### src/rtl/imm_extend_pipe_pkg.sv
// Shared decode constants for the immediate-generation unit: field widths,
// the jump PC split point, and the extension mode encodings.
package imm_extend_pipe_pkg;

   localparam int IMM_BITS  = 16;
   localparam int JBITS     = 26;
   localparam int JPC_SPLIT = 28;

   localparam logic [2:0] MODE_SIGN   = 3'b000;
   localparam logic [2:0] MODE_ZERO   = 3'b001;
   localparam logic [2:0] MODE_UPPER  = 3'b010;
   localparam logic [2:0] MODE_BRANCH = 3'b011;
   localparam logic [2:0] MODE_JUMP   = 3'b100;

endpackage

### src/rtl/imm_extend_core.sv
// Combinational immediate extender: maps (instr field, pc, mode) to an
// NBITS operand plus an illegal-mode flag.
module imm_extend_core
   import imm_extend_pipe_pkg::*;
#(
   parameter int NBITS = 32
) (
   input  logic [JBITS-1:0] i_instr,
   input  logic [NBITS-1:0] i_pc,
   input  logic [2:0]       i_mode,
   output logic [NBITS-1:0] result,
   output logic             illegal
);

   logic [IMM_BITS-1:0] imm;
   logic [NBITS-1:0]    sext;
   logic                unused_pc_low;

   assign imm  = i_instr[IMM_BITS-1:0];
   assign sext = {{(NBITS-IMM_BITS){imm[IMM_BITS-1]}}, imm};

   // Only the PC region bits above the jump field take part in jump targets.
   assign unused_pc_low = ^i_pc[JPC_SPLIT-1:0];

   always_comb begin
      result  = '0;
      illegal = 1'b0;
      case (i_mode)
         MODE_SIGN:   result = sext;
         MODE_ZERO:   result = {{(NBITS-IMM_BITS){1'b0}}, imm};
         MODE_UPPER:  result = {imm, {(NBITS-IMM_BITS){1'b0}}};
         MODE_BRANCH: result = {sext[NBITS-3:0], 2'b00};
         MODE_JUMP:   result = {i_pc[NBITS-1:JPC_SPLIT], i_instr, 2'b00};
         default:     illegal = 1'b1;
      endcase
   end

endmodule

### src/rtl/imm_extend_pipe.sv
// Registered immediate-generation stage with valid/ready handshake and flush.
// Define IMM_SKID_EN to add a skid register so o_ready is fully registered.
module imm_extend_pipe
   import imm_extend_pipe_pkg::*;
#(
   parameter int NBITS = 32
) (
   input  logic             i_clk,
   input  logic             i_reset,
   input  logic             i_flush,
   input  logic             i_valid,
   output logic             o_ready,
   input  logic [JBITS-1:0] i_instr,
   input  logic [NBITS-1:0] i_pc,
   input  logic [2:0]       i_mode,
   output logic             o_valid,
   input  logic             i_ready,
   output logic [NBITS-1:0] o_result,
   output logic             o_illegal
);

   logic [NBITS-1:0] core_result;
   logic             core_illegal;
   logic             take_in;

   imm_extend_core #(.NBITS(NBITS)) u_core (
      .i_instr (i_instr),
      .i_pc    (i_pc),
      .i_mode  (i_mode),
      .result  (core_result),
      .illegal (core_illegal)
   );

   assign take_in = i_valid && o_ready;

`ifdef IMM_SKID_EN
   logic             skid_valid;
   logic [NBITS-1:0] skid_result;
   logic             skid_illegal;

   assign o_ready = !skid_valid;

   always_ff @(posedge i_clk or posedge i_reset) begin
      if (i_reset) begin
         o_valid      <= 1'b0;
         o_result     <= '0;
         o_illegal    <= 1'b0;
         skid_valid   <= 1'b0;
         skid_result  <= '0;
         skid_illegal <= 1'b0;
      end else if (i_flush) begin
         o_valid    <= 1'b0;
         skid_valid <= 1'b0;
      end else if (!o_valid || i_ready) begin
         // Output slot frees up: the skid entry is older, so it goes first.
         if (skid_valid) begin
            o_result   <= skid_result;
            o_illegal  <= skid_illegal;
            o_valid    <= 1'b1;
            skid_valid <= 1'b0;
         end else if (take_in) begin
            o_result  <= core_result;
            o_illegal <= core_illegal;
            o_valid   <= 1'b1;
         end else begin
            o_valid <= 1'b0;
         end
      end else if (take_in) begin
         skid_result  <= core_result;
         skid_illegal <= core_illegal;
         skid_valid   <= 1'b1;
      end
   end
`else
   logic take_out;

   assign o_ready  = !o_valid || i_ready;
   assign take_out = o_valid && i_ready;

   always_ff @(posedge i_clk or posedge i_reset) begin
      if (i_reset) begin
         o_valid   <= 1'b0;
         o_result  <= '0;
         o_illegal <= 1'b0;
      end else if (i_flush) begin
         o_valid <= 1'b0;
      end else if (take_in) begin
         o_result  <= core_result;
         o_illegal <= core_illegal;
         o_valid   <= 1'b1;
      end else if (take_out) begin
         o_valid <= 1'b0;
      end
   end
`endif

endmodule

### config.mk
export PLATFORM = sky130hd
export DESIGN_NAME = imm_extend_pipe
export DESIGN_NICKNAME = d
export VERILOG_FILES = /design/src/rtl/imm_extend_pipe_pkg.sv /design/src/rtl/imm_extend_core.sv /design/src/rtl/imm_extend_pipe.sv
export SDC_FILE = /design/constraint.sdc
export NUM_CORES = 1
export LEC_CHECK = 0
export BUFFER_PORTS_ARGS = -buffer_cell sky130_fd_sc_hd__buf_2
export CAP_MARGIN = 15
export CORE_AREA = 2 2 57 99
export DETAILED_ROUTE_END_ITERATION = 10
export DIE_AREA = 0 0 59 101
export GPL_TIMING_DRIVEN = 0
export PLACE_DENSITY = 0.79
export SYNTH_ARGS = -nofsm -noshare
export SYNTH_HDL_FRONTEND = slang
export SYNTH_SLANG_ARGS = --single-unit
### constraint.sdc
create_clock -name i_clk -period 2.1 [get_ports i_clk]
set_clock_uncertainty 0.1 [all_clocks]
set_input_delay 0.315 -clock i_clk [delete_from_list [all_inputs] [get_ports i_clk]]
set_output_delay 0.315 -clock i_clk [all_outputs]
set_load 0.03 [all_outputs]
Yosys cells after proc, flatten, opt, wreduce, memory -nomap -nowiden
Index checks and enable logic that the tools add are counted.
{"block": "totals", "register_bits": 34, "output_inout_bits": 35, "word_cells": 21}
{"block": "classes", "n_eq_ne": 4, "n_mux": 5, "n_bitwise": 1, "n_reduce_logical": 8}
{"cell": "case mux 32 bit (5 select lines)", "n": 1}
{"cell": "== test 3 x 2 -> 1 bit, second input constant", "n": 2}
{"cell": "OR reduction 5 bit", "n": 1}
{"cell": "two-way mux 1 bit", "n": 4}
{"cell": "== test 3 x 1 -> 1 bit, second input constant", "n": 1}
{"cell": "== test 3 bit, second input constant", "n": 1}
{"cell": "logical NOT 3 bit", "n": 1}
{"cell": "nonzero test 3 bit", "n": 1}
{"cell": "logical AND 1 bit", "n": 2}
{"cell": "AND reduction 2 bit", "n": 1}
{"cell": "logical NOT 1 bit", "n": 1}
{"cell": "logical OR 1 bit", "n": 1}
{"cell": "NOT 1 bit", "n": 1}

Logic depth before layout (Yosys ltp)
{"block": "logic_depth", "depth_word": 5, "ltp_mapped": 6}

Hierarchy
Synthesis repeated with hierarchy kept, for this count alone.
{"block": "hier_totals", "hier_cells": 165, "area_unflattened_um2": 2089.5}
{"mod": "imm_extend_pipe", "n_inst": 1, "cells_per_inst": 76, "area_each_um2": 1303.8, "seq_area_each_um2": 850.8}
{"mod": "imm_extend_core", "n_inst": 1, "cells_per_inst": 89, "area_each_um2": 785.8, "seq_area_each_um2": 0.0}

Worst setup path before layout
OpenSTA, ideal clock, no wires.
{"block": "synth_timing", "path_kind": "reg2reg", "from": "register o_valid", "to": "register o_result[2]", "t_arrival_ps": 1588, "t_required_ps": 1875, "slack_ps": 287, "path_stages_with_launch": 5, "path_buffers": 1, "cell_sequence": "dfrtp_1 nor2b_1 nor3b_2 buf_2 mux2_2"}
{"block": "synth_between", "elab_chain_len": 4}
{"element": "start: declaration", "line_no": "imm_extend_pipe.sv:16", "rtl": "output logic o_valid,"}
{"element": "start signal: assignment", "line_no": "imm_extend_pipe.sv:82", "rtl": "o_valid <= 1'b0;"}
{"element": "start signal: assignment", "line_no": "imm_extend_pipe.sv:86", "rtl": "o_valid <= 1'b0;"}
{"element": "start signal: assignment", "line_no": "imm_extend_pipe.sv:90", "rtl": "o_valid <= 1'b1;"}
{"element": "logical NOT 1 bit", "line_no": "imm_extend_pipe.sv:77", "rtl": "assign o_ready = !o_valid || i_ready;"}
{"element": "logical OR 1 bit", "line_no": "imm_extend_pipe.sv:77"}
{"element": "logical AND 1 bit", "line_no": "imm_extend_pipe.sv:34", "rtl": "assign take_in = i_valid && o_ready;"}
{"element": "AND reduction 2 bit (no line)"}
{"element": "end signal: assignment", "line_no": "imm_extend_pipe.sv:88", "rtl": "o_result <= core_result;"}
{"element": "end: declaration", "line_no": "imm_extend_pipe.sv:18", "rtl": "output logic [NBITS-1:0] o_result,"}
No other way between the ends.
A chain may end at the register's enable or synchronous reset.

Worst setup path after layout
{"block": "layout_timing", "from": "register o_valid", "to": "register o_result[6]"}
Same word-level chain as after synthesis.

==> impl_results.md <==
- Final net count: 328
- Port Buf Inserts: 70
- Setup Fix Bufs, Post-CTS: 0
- # fillers: around 480
- Post-route setup TNS: 0 ns
- Worst Hold Class: input pin to asynchronous set/reset pin
- IO Pins: 101
- Max cap viols: 0
- Unrepaired setup endpoints after global routing: no
- R2R setup slack: 0.12 ns
- Vias per Instance: 5.650
- Synth area leaders: dfrtp_1 38%, mux2_2 10%, mux2i_1 8.1%, or4bb_1 7.1%, nor4bb_1 6.3%
- CTS resizes: 0
- H-Tree Depth: 2
- DR iter-0 viols: 22
- Antenna viol nets, final: 0
- Grt total ovfl: 0
- Synth unique cells: 28
- Clock slew at reported path FFs: 0.07 ns
- Final Hold Viols: 0
- Post-synth top cells: 34 x dfrtp_1, 20 x mux2_2, 18 x mux2i_1
- Core region area: about 0.0052 mm²
- #FFs+latches synth: 34
- CP startpoint kind: register
- Largest net degree at the start of global routing: 19
- Final instance area: roughly 0.0028 mm²
- Synthesized area: 0.002235 mm²
- Setup Viol. Count Final: 0
- Static Leakage: 0.001415 µW
- # DRC: 0
- Seq. cell area: 850.8 µm²
- Global Route Usage Sum: roughly 18%
- Fraction of the cycle the final worst path needs: 94.34%
- Ant. Diodes: 0
- Row count: 35
- Die area: 0.005959 mm²
- Chip Width: a little under 60 µm
- Proportion of layout cells with a drive suffix above 1: 47.71%
- Multi-input gate area: 0.001222 mm²
- Initial antenna violation count: 0
- Synthesized instance count: between 150 and 200
- Initial Util: 43.24%
- Worst-path fanout max: 10
- Syn. warnings: 0
- Post-synthesis sequential area ratio: 38.07%
- Shortest period the worst path allows: 1.981 ns
- Routability congestion estimate: ~0.85
- First-pass GRT wire length: 8.438 mm
- Power Density: 697.2 mW/mm²
- TritonCTS clock tree: built
- Max clock buf depth: 2
- CTS Sinks: 34
- Latest clock arrival within the worst-skew pair: 0.29 ns
- Clock root buffer: clkbuf_8
- Vias in the first global route: 1783
- Crit end category: register
- Max Clk Rate: 504.7 MHz
- Routed len/inst: 16.65 µm
- Setup CP Type: register to register
- EDFF count, synth: 0
- Post-DP HPWL: approximately 4.3 mm
- CP Data Required Time: 2.18 ns
- Post-synth top area cell: dfrtp_1
- Util after Layout: 53.41%
- Actual slew at the worst max-slew pin: 0.7417 ns
- Routed wire length: about 5.3 mm
- P&R area growth vs syn: 23.52%
- Final count of pins violating max slew: 0
- Critical path data arrival time: 2.06 ns
- 1st-pass router iterations: 4
- Most frequent cell after synthesis: dfrtp_1
- Slew headroom: 50.50%
- Worst vdd ir: 0.3878 mV
- Leading register cell type out of synthesis: dfrtp_1
- Die H: 101 µm
- Async set-reset flop share out of synthesis: between 90% and 100%
- Mapped Nets: 250
- Vias: 1791
- Yosys top cell area share: between 30% and 40%
- Syn Area/Cell: 12.14 µm²
- Num CTS Buffers: 5
- Post-CTS Hold Fix Bufs: 0
- Status: finished clean
- Area after DPL: 0.002681 mm²
-- worst max-delay path, cell delays in order, from the launching register on --
cell and delay (ns):
dfrtp_1 0.37, nor2b_1 0.16, nor3b_2 0.50, buf_2 0.37
mux2_2 0.37
-- kinds of logic after synthesis --
logic type | Yosys count | synth area share (%)
and+or+nand+nor | 43 | 17.52
DFF | 34 | 38.07
muxes | 48 | 23.18
AOI/OAI and AO/OA | 31 | 14.00
buffers and inverters | 28 | 7.223
-- routing by layer --
metal | track usage, % | up-vias | wire (µm) | part of all wire, %
li1 | - | 866 | - | -
met1 | 19.17 | 868 | 1964 | 37
met2 | 34.62 | 46 | 2975 | 56
met3 | 2.182 | 11 | 192 | 3.6
met4 | 9.091 | 0 | 146 | 2.8
met5 | 0 | - | 0 | 0
-- metrics by stage --
| step | power [µW] | setup slack (ns) | hold slack (ns) | std cells |
|---|---|---|---|---|
| 2_1_floorplan | 1278 | 0.2874 | 0.2814 | 184 |
| 3_3_place_gp | 1472 | 0.1800 | 0.3650 | 309 |
| 3_5_place_dp | 1493 | 0.1279 | 0.3706 | 310 |
| 4_1_cts | 1946 | 0.1058 | 0.07158 | 317 |
| 5_1_grt | 2016 | 0.03248 | 0.09409 | 317 |
| 6_report | 1924 | 0.1188 | 0.04811 | 317 |
-- flip-flops by register name, summed over array words and instances, names as in the netlist --
signal and count:
o_result 32, o_valid 1, o_illegal 1
-- cell usage in the layout (no fill, tap or decap), types with 5 or more instances in the layout --
master	Yosys	routed
clkbuf_8	0	5
nor4bb_1	14	14
inv_1	5	5
o211ai_2	10	10
dfrtp_1	34	34
buf_2	8	78
buf_6	5	5
mux2_2	20	20
a221o_1	13	13
or4bb_1	14	14
mux2_1	10	10
mux2i_1	18	18
clkbuf_1	7	7
-- report_power, final --
group	internal [µW]	leakage, µW	total, µW	switching [µW]
combinational	259	0.000930	673	414
clock	222	0.0000438	450	228
sequential	756	0.000442	802	45.2
-- area by class of cell --
type | instances | share of cell area, %
inverter | 5 | 0.6800
buffer | 23 | 5.168
clock buffer | 5 | 2.493
clock inverter | 2 | 0.3626
multi-input combinational | 122 | 44.29
tap | 55 | 2.493
timing repair buffer | 71 | 13.69
sequential | 34 | 30.82
-- worst paths after layout --
| path | start | to | cells past startpoint |
|---|---|---|---|
| min in group i_clk | i_flush | o_valid | 2 |
| max | o_valid | o_result[6] | 4 |
| min | i_reset | o_result[0] | 2 |
| max reg2reg | o_valid | o_result[6] | 4 |
| min reg2reg | o_result[16] | o_result[16] | 1 |
| max in group asynchronous | i_reset | o_result[27] | 3 |
(Power assumes the default switching activity.)
